**config.mk**
```make
export PLATFORM = sky130hd
export DESIGN_NAME = uart_stim_tx
export DESIGN_NICKNAME = d
export VERILOG_FILES = /design/src/rtl/uart_stim_tx.sv
export SDC_FILE = /design/constraint.sdc
export NUM_CORES = 1
export LEC_CHECK = 0
export ABC_AREA = 1
export CAP_MARGIN = 20
export CORE_MARGIN = 3
export CORE_UTILIZATION = 40
export CTS_CLUSTER_DIAMETER = 50
export DETAILED_ROUTE_END_ITERATION = 8
export DONT_BUFFER_PORTS = 1
export PLACE_DENSITY = 0.65
export SYNTH_ARGS = -nofsm -noshare
export SYNTH_HDL_FRONTEND = slang
export SYNTH_SLANG_ARGS = --single-unit
```
**constraint.sdc**
```tcl
create_clock -name cpu_clock -period 3.8 [get_ports cpu_clock]
set_input_delay 0 -clock cpu_clock [delete_from_list [all_inputs] [get_ports cpu_clock]]
set_output_delay 0 -clock cpu_clock [all_outputs]
set_load 0.005 [all_outputs]
```
**src/rtl/uart_stim_tx.sv**
```systemverilog
// uart_stim_tx: bench-side UART transmitter feeding the SoC UART0 RX pin.
// Bytes pushed through a valid/ready port are queued in a small FIFO and
// serialised LSB first as 8N1/8N2, or 8E1/8E2 when UART_STIM_TX_PARITY_EN
// is defined.
// Ports:
//   cpu_clock   sole clock, rising edge
//   cpu_rst_n   asynchronous active-low reset
//   wr_valid    byte offered on wr_data
//   wr_ready    FIFO can accept (registered, from the queued count only)
//   wr_data     byte to send
//   tx          serial line, idle high
//   busy        frame in progress or FIFO non-empty
//   fifo_count  bytes queued, excluding the byte on the wire
module uart_stim_tx #(
    parameter int unsigned CLKS_PER_BIT = 564,
    parameter int unsigned FIFO_DEPTH   = 8,
    parameter int unsigned STOP_BITS    = 1
) (
    input  logic                        cpu_clock,
    input  logic                        cpu_rst_n,
    input  logic                        wr_valid,
    output logic                        wr_ready,
    input  logic [7:0]                  wr_data,
    output logic                        tx,
    output logic                        busy,
    output logic [$clog2(FIFO_DEPTH):0] fifo_count
);

    localparam int unsigned AW = (FIFO_DEPTH < 2) ? 1 : $clog2(FIFO_DEPTH);
    localparam int unsigned CW = AW + 1;
    localparam int unsigned TW = (CLKS_PER_BIT < 2) ? 1 : $clog2(CLKS_PER_BIT);

    // Parameter legality
    if (CLKS_PER_BIT < 2) begin : g_bad_cpb
        $error("uart_stim_tx: CLKS_PER_BIT must be >= 2");
    end
    if ((STOP_BITS != 1) && (STOP_BITS != 2)) begin : g_bad_stop
        $error("uart_stim_tx: STOP_BITS must be 1 or 2");
    end
    if ((FIFO_DEPTH < 2) || (FIFO_DEPTH > 256) ||
        ((FIFO_DEPTH & (FIFO_DEPTH - 1)) != 0)) begin : g_bad_depth
        $error("uart_stim_tx: FIFO_DEPTH must be a power of two in 2..256");
    end

`ifdef UART_STIM_TX_PARITY_EN
    typedef enum logic [2:0] {
        S_IDLE, S_START, S_DATA, S_PARITY, S_STOP
    } state_t;
`else
    typedef enum logic [2:0] {
        S_IDLE, S_START, S_DATA, S_STOP
    } state_t;
`endif

    state_t          state;
    logic [TW-1:0]   timer;
    logic [2:0]      bit_cnt;
    logic            stop_cnt;
    logic [7:0]      shift;
`ifdef UART_STIM_TX_PARITY_EN
    logic            par_bit;
`endif

    logic [7:0]      mem [FIFO_DEPTH];
    logic [AW-1:0]   wptr;
    logic [AW-1:0]   rptr;
    logic [CW-1:0]   count_next;
    logic [7:0]      head;
    logic            push;
    logic            pop;
    logic            bit_end;
    logic            stop_last;

    // Handshake, pop decision and next queued count
    always_comb begin
        bit_end    = (timer == TW'(CLKS_PER_BIT - 1));
        stop_last  = (STOP_BITS == 1) ? 1'b1 : stop_cnt;
        push       = wr_valid && wr_ready;
        pop        = (fifo_count != '0) &&
                     ((state == S_IDLE) || ((state == S_STOP) && bit_end && stop_last));
        head       = mem[rptr];
        count_next = fifo_count;
        if (push && !pop) begin
            count_next = fifo_count + CW'(1);
        end else if (!push && pop) begin
            count_next = fifo_count - CW'(1);
        end
    end

    // FIFO storage (no reset needed; validity tracked by the pointers)
    always_ff @(posedge cpu_clock) begin
        if (push) begin
            mem[wptr] <= wr_data;
        end
    end

    // FIFO pointers and count; power-of-two depth wraps naturally
    always_ff @(posedge cpu_clock or negedge cpu_rst_n) begin
        if (!cpu_rst_n) begin
            wptr       <= '0;
            rptr       <= '0;
            fifo_count <= '0;
            wr_ready   <= 1'b1;
        end else begin
            if (push) begin
                wptr <= wptr + AW'(1);
            end
            if (pop) begin
                rptr <= rptr + AW'(1);
            end
            fifo_count <= count_next;
            wr_ready   <= (count_next != CW'(FIFO_DEPTH));
        end
    end

    // Frame FSM; busy is registered from next state and next count
    always_ff @(posedge cpu_clock or negedge cpu_rst_n) begin
        if (!cpu_rst_n) begin
            state    <= S_IDLE;
            timer    <= '0;
            bit_cnt  <= '0;
            stop_cnt <= 1'b0;
            shift    <= '0;
`ifdef UART_STIM_TX_PARITY_EN
            par_bit  <= 1'b0;
`endif
            tx       <= 1'b1;
            busy     <= 1'b0;
        end else begin
            busy <= 1'b1;
            case (state)
                S_IDLE: begin
                    tx   <= 1'b1;
                    busy <= (count_next != '0);
                end
                S_START: begin
                    if (bit_end) begin
                        timer <= '0;
                        state <= S_DATA;
                        tx    <= shift[0];
                    end else begin
                        timer <= timer + TW'(1);
                    end
                end
                S_DATA: begin
                    if (bit_end) begin
                        timer <= '0;
                        if (bit_cnt == 3'd7) begin
`ifdef UART_STIM_TX_PARITY_EN
                            state <= S_PARITY;
                            tx    <= par_bit;
`else
                            state    <= S_STOP;
                            stop_cnt <= 1'b0;
                            tx       <= 1'b1;
`endif
                        end else begin
                            bit_cnt <= bit_cnt + 3'd1;
                            shift   <= shift >> 1;
                            tx      <= shift[1];
                        end
                    end else begin
                        timer <= timer + TW'(1);
                    end
                end
`ifdef UART_STIM_TX_PARITY_EN
                S_PARITY: begin
                    if (bit_end) begin
                        timer    <= '0;
                        state    <= S_STOP;
                        stop_cnt <= 1'b0;
                        tx       <= 1'b1;
                    end else begin
                        timer <= timer + TW'(1);
                    end
                end
`endif
                S_STOP: begin
                    if (bit_end) begin
                        timer <= '0;
                        if (stop_last) begin
                            state <= S_IDLE;
                            busy  <= (count_next != '0);
                        end else begin
                            stop_cnt <= 1'b1;
                        end
                    end else begin
                        timer <= timer + TW'(1);
                    end
                end
                default: begin
                    state <= S_IDLE;
                    tx    <= 1'b1;
                end
            endcase
            // A pop always starts a new frame, from IDLE or straight out of STOP
            if (pop) begin
                shift   <= head;
`ifdef UART_STIM_TX_PARITY_EN
                par_bit <= ^head;
`endif
                timer   <= '0;
                bit_cnt <= '0;
                tx      <= 1'b0;
                state   <= S_START;
                busy    <= 1'b1;
            end
        end
    end

endmodule
```
== After elaboration in Yosys (flattened, before gate mapping) ==
Memory sizes are Yosys's and may differ from the RTL's.
Index checks and enable logic that the tools add are counted.

* $add $sub $neg: 6
* Reductions and logical operators: 18
* Eq/ne operators: 13
* Multiplexer cells: 29

{| class="wikitable"
|+ Operator list
! operator !! count
|-
| 8-bit 2-to-1 mux || 4
|-
| 10-bit 2-to-1 mux || 3
|-
| 3-bit 2-to-1 mux || 9
|-
| 3-bit inequality test, second input constant || 4
|-
| 3-bit case mux with 4 select lines || 1
|-
| 10-bit by 1-bit adder with 10-bit output, second input constant || 1
|-
| 10-bit equality test, second input constant || 1
|-
| 3-bit by 1-bit adder with 3-bit output, second input constant || 3
|-
| 1-bit 2-to-1 mux || 8
|-
| 4-bit 2-to-1 mux || 2
|-
| 4-bit nonzero test || 2
|-
| 3-bit by 2-bit equality test with 1-bit output, second input constant || 2
|-
| 2-bit inequality test, second input constant || 3
|-
| 3-bit AND reduction || 2
|-
| 2-bit nonzero test || 3
|-
| 1-bit logical AND || 5
|-
| 5-bit AND reduction || 1
|-
| 4-bit by 1-bit adder with 4-bit output, second input constant || 1
|-
| 4-bit inequality test, second input constant || 1
|-
| 4-bit by 1-bit subtractor with 4-bit output, second input constant || 1
|-
| 3-bit by 1-bit equality test with 1-bit output, second input constant || 1
|-
| 3-bit equality test, second input constant || 1
|-
| 3-bit zero test || 1
|-
| 1-bit case mux with 3 select lines || 1
|-
| other kinds (4) || 5
|}

* Logic and storage cells: 77
* RAM bits: 64
* Memories: 1
* Bits of input ports: 11
* Output and inout bits: 7
* Bits in registers: 37

{| class="wikitable"
|+ Memories
! memory !! words !! bits a word !! read ports !! clocked after Yosys merged registers in !! wr ports !! line !! RTL
|-
| mem || 8 || 8 || 1 || 0 || 1 || 64 || <nowiki>logic [7:0] mem [FIFO_DEPTH];</nowiki>
|}

== Depth between registers and ports, before layout ==
* Depth after elaboration: 11
* Depth in mapped cells: 14
* Gate-level depth less buffers: 14

== Worst setup path before layout ==
No wires, ideal clock.

* Path kind: register -> register
* Start: reg state[0]
* End: reg busy
* Library setup time: 0.123 ns
* Path buffers: 0
* Data required time: 3.677 ns
* Slack: 2.018 ns
* Clock period less this slack: 1.782 ns
* Arrival time: 1.659 ns
* Cell stages (with the launch flop): 14
* Cell sequence: dfrtp_1 -> inv_1 -> ha_1 -> nor2_1 -> a31oi_4 -> nand2_8 -> nand2_4 -> nand2_1 -> nand2_1 -> nand2_2 -> nor2_2 -> nand2_1 -> nand2_1 -> nand2_1

* Longest elaborated chain between the ends: 11
* Elaborated cells between the ends (all ways): 14
* Classes of those cells: 1 x eq/ne; 5 x mux; 8 x reduce/logical

{| class="wikitable"
|+ RTL lines
! element !! line !! RTL
|-
| start, declared || 55 || <nowiki>state_t state;</nowiki>
|-
| start signal, assigned || 119 || <nowiki>state <= S_IDLE;</nowiki>
|-
| start signal, assigned || 139 || <nowiki>state <= S_DATA;</nowiki>
|-
| start signal, assigned || 153 || <nowiki>state <= S_STOP;</nowiki>
|-
| 3-bit by 2-bit equality test with 1-bit output || 80 || <nowiki>((state == S_IDLE) || ((state == S_STOP) && bit_end && stop_last));</nowiki>
|-
| 1-bit logical AND || 80 ||
|-
| 1-bit logical OR (*) || 80 ||
|-
| 1-bit logical AND (*) || 79 || <nowiki>pop = (fifo_count != '0) &&</nowiki>
|-
| 1-bit logical AND / 1-bit zero test (equally long branches) || 85, 83 ||
|-
| 4-bit 2-to-1 mux / 1-bit logical AND (equally long branches) || 85, 83 ||
|-
| 4-bit 2-to-1 mux (*) || 83 || <nowiki>if (push && !pop) begin</nowiki>
|-
| named net count_next[0] || 67 || <nowiki>logic [CW-1:0] count_next;</nowiki>
|-
| 4-bit nonzero test (*) || 134, 183 ||
|-
| 1-bit 2-to-1 mux || 179 || <nowiki>if (bit_end) begin</nowiki>
|-
| 1-bit case mux with 2 select lines (*) || 131 || <nowiki>case (state)</nowiki>
|-
| 1-bit 2-to-1 mux (*) || 197 || <nowiki>if (pop) begin</nowiki>
|-
| end signal, assigned || 134 || <nowiki>busy <= (count_next != '0);</nowiki>
|-
| end signal, assigned || 183 || <nowiki>busy <= (count_next != '0);</nowiki>
|-
| end, declared || 25 || <nowiki>output logic busy,</nowiki>
|}

Mark *: on every way through the listed nets, which the timed path passes. The rest lies on a longest branch.
A chain may end at the register's enable or synchronous reset.

== Worst setup path after layout ==
* Start: reg timer[0]
* End: reg shift[7]

* Longest elaborated chain between the ends: 6
* Elaborated cells between the ends (all ways): 9
* Classes of those cells: 2 x eq/ne; 1 x mux; 6 x reduce/logical

{| class="wikitable"
|+ RTL lines
! element !! line !! RTL
|-
| start, declared || 56 || <nowiki>logic [TW-1:0] timer;</nowiki>
|-
| start signal, assigned || 142 || <nowiki>timer <= timer + TW'(1);</nowiki>
|-
| start signal, assigned || 163 || <nowiki>timer <= timer + TW'(1);</nowiki>
|-
| start signal, assigned || 188 || <nowiki>timer <= timer + TW'(1);</nowiki>
|-
| 10-bit equality test (*) || 76 || <nowiki>bit_end = (timer == TW'(CLKS_PER_BIT - 1));</nowiki>
|-
| 1-bit logical AND || 80 ||
|-
| 1-bit logical OR || 80 ||
|-
| 1-bit logical AND || 79 ||
|-
| 2-bit inequality test (no line) / 2-bit nonzero test (equally long branches) || -- ||
|-
| 3-bit AND reduction (no line) || -- ||
|-
| end signal, assigned || 159 || <nowiki>shift <= shift >> 1;</nowiki>
|-
| end, declared || 59 || <nowiki>logic [7:0] shift;</nowiki>
|}

Every way passes the cells marked *; elsewhere a longest branch is shown, timed or not.

==> results.json <==
{
  "status": "completed",
  "cts_root_buffer": "clkbuf_16",
  "grt_pass1_wl_um": 15010,
  "seq_area_um2": 2825,
  "die_h_um": 112.9,
  "seq_area_frac_synth": 0.6186,
  "routed_wl_um": 8971,
  "dp.cells": 557,
  "synth_flop_cell": "edfxtp_1",
  "p_per_area_nw_per_um2": 812.0,
  "rows": 38,
  "p_leak_nw": 2.034,
  "drive_gt1_frac": 0.1124,
  "critPathMaxStageDelay_ns": 0.46,
  "die_w_um": 112.9,
  "final_antenna_net_count": 0,
  "rsz0062_at_grt": "no",
  "slew_headroom": 0.2955,
  "drt-initial-drc-count": 204,
  "syn_to_final_growth_pct": 13.07,
  "crit_family": "simple AND/OR/NAND/NOR gates",
  "wl_per_cell_um": 15.34,
  "clockBufferDepth": 2,
  "dpl_worst_slack_ns": 1.601,
  "antenna_found_initial": 0,
  "grt_max_degree": 37,
  "h-tree-depth": 3,
  "crit_required_ns": 4.02,
  "ys_types": 40,
  "worst-path-buf-inv": 2,
  "start_kind": "register",
  "synth_top_area_cell": "edfxtp_1",
  "reg2reg_slack_ns": 1.61,
  "core_um2": 10980,
  "synth.most_common_cell": "nand2_1",
  "r2r_cells": 9,
  "ir_drop_uv": 411.0,
  "fmaxAchievable_mhz": 456.3,
  "cts_num_sinks": 100,
  "slowest_stage": "nor2_1",
  "n_antenna_cell": 0,
  "fin_nets": 462,
  "maxSlewViolCount": 0,
  "fin_util": 0.4702,
  "fin_cells": 585,
  "dpl.hpwl_um": 5900,
  "yosysWarningCount": 0,
  "start_util": 0.4158,
  "grt_overflow": 0,
  "hold_path_class": "in2async",
  "timing.final.crit_period_ns": 2.192,
  "cts_setup_buffers": 0,
  "r2r_start": "timer[0]",
  "synth_area_leaders": "edfxtp_1 42%, dfrtp_1 19%, nand2_1 7.0%, nor2_1 5.3%, ha_1 3.0%",
  "crit_top_cell": "inv_1",
  "nFillCells": 976,
  "hold_viol_final": 0,
  "holdBufCountCts": 11,
  "worstPathMaxFanout": 11,
  "cp_data_arrival_time_ns": 2.42,
  "synth_cells": 429,
  "ys_seq_elements": 100,
  "cts_tree": "done",
  "drv_cap": 0,
  "port_buffers": 0,
  "cp-startpoint": "timer[0]",
  "postSynthAreaPerCell_um2": 10.65,
  "viasPerCell": 5.186,
  "multiInputGateArea_um2": 1572,
  "grt_usage": 0.1499,
  "endpoint_kind": "register",
  "cts.repair.resized": 0,
  "fin_crit_sh": 0.5767,
  "clk_latency_ns": 0.34,
  "setup_viol": 0,
  "crit_chain": "ha_1 -> nand2_2 -> nor2_4 -> nand3_4 -> nor2_1 -> inv_1 -> nand2_1 -> inv_1 -> a32o_1",
  "synth_top_area_frac": 0.4208,
  "tns_ns": 0,
  "clk_pin_slew_ns": 0.07,
  "r2r-end": "shift[7]",
  "dr.pass1.iters": 5,
  "cts_buffers": 9,
  "synth_edf_count": 64,
  "die_area_um2": 12740,
  "synth_area_um2": 4567,
  "synth.top_cells.by_count": "85 x nand2_1, 64 x edfxtp_1, 64 x nor2_1",
  "async_flop_share": 0.3600,
  "dr_total_vias": 3034,
  "critPathKind": "reg2reg",
  "tightest_slew_ns": 1.056,
  "ios": 18,
  "skew_ns": 0.008840,
  "drc": 0,
  "worst_slack_ns": 1.608,
  "syn_nets": 451,
  "first_global_vias": 2921,
  "place_congestion": 0.7827
}
[per-layer routing]
layer  vias to the layer above  wire length [um]  GRT usage
li1                       1508                 -          -
met3                        12               181    0.02086
met1                      1470              4345     0.2104
met4                         0               208    0.07452
met2                        44              4236     0.2291
met5                         -                 0          0
[stage by stage]
stage               area (um^2)  total power [mW]  hold slack (ns)
finish                     5164             4.193           0.1123
floorplan                  4567             2.819          -0.2956
global route               5164             4.500           0.1316
detailed placement         4698             3.185          -0.2950
CTS                        5136             4.195          0.09710
global placement           4698             3.145          -0.2948
[layout by cell type, fill, tap and decap left out, drive strengths merged]
master and n:
nand2 96, nor2 70, edfxtp 64, dfrtp 34
inv 32, o21ai 27, nand3 18, o32ai 14
a21oi 13, ha 11, clkbuf 11, dlygate4sd3 10
nor3 8, xor2 6, nand4 6, a32o 3
o211ai 3, buf 3, bufinv 2, dfstp 2
or2 2, a31oi 1, xnor2 1, a211oi 1
clkinv 1, o311ai 1, nor4 1, o22ai 1
o21a 1, and3 1, clkinvlp 1
[registers in the layout (all words and copies together) (netlist names)]
| register | count |
|---|---|
| shift | 8 |
| state | 2 |
| wr_ready | 1 |
| timer | 10 |
| fifo_count | 4 |
| rptr | 3 |
| wptr | 3 |
| busy | 1 |
| bit_cnt | 3 |
| tx | 1 |
| mem | 64 |
[report_power, final]
group | switching [mW] | internal (mW) | total, mW
sequential | 0.161 | 1.43 | 1.59
clock | 0.396 | 0.582 | 0.979
combinational | 1.07 | 0.558 | 1.63
total | 1.63 | 2.57 | 4.19
[logic make-up after synthesis]
group                      after synthesis  share of synthesized area
buffers and inverters                   44                    0.03726
and+or+nand+nor                        202                     0.2047
xor gates and xnor gates                 7                    0.01342
AOI/OAI and AO/OA                       65                    0.09589
adders and majority gates               11                    0.03014
DFF                                    100                     0.6186
[worst reg2reg max path: stages, from the launching register on]
cell     delay [ns]
dfrtp_1        0.39
ha_1           0.24
nand2_2        0.09
nor2_4         0.12
nand3_4        0.12
nor2_1         0.47
inv_1          0.19
nand2_1        0.13
inv_1          0.11
a32o_1         0.23
[worst max-delay path by stage]
stage,end,slack (ns),depth (start not counted)
finish,shift[7],1.61,9
global route,shift[7],1.34,9
CTS,shift[7],1.57,9
detailed placement,shift[7],1.60,9
global placement,mem[2][1],1.70,3
floorplan,busy,2.02,13
[final cells by class]
cell class	count	area share
clock buffers	11	0.04507
clock inverters	5	0.01648
inverters	31	0.02302
multi-input cells	285	0.3043
flip-flops and latches	100	0.5471
well taps	140	0.03392
repair buffers	13	0.03005
No activity file was read; power rests on OpenSTA's default activity.
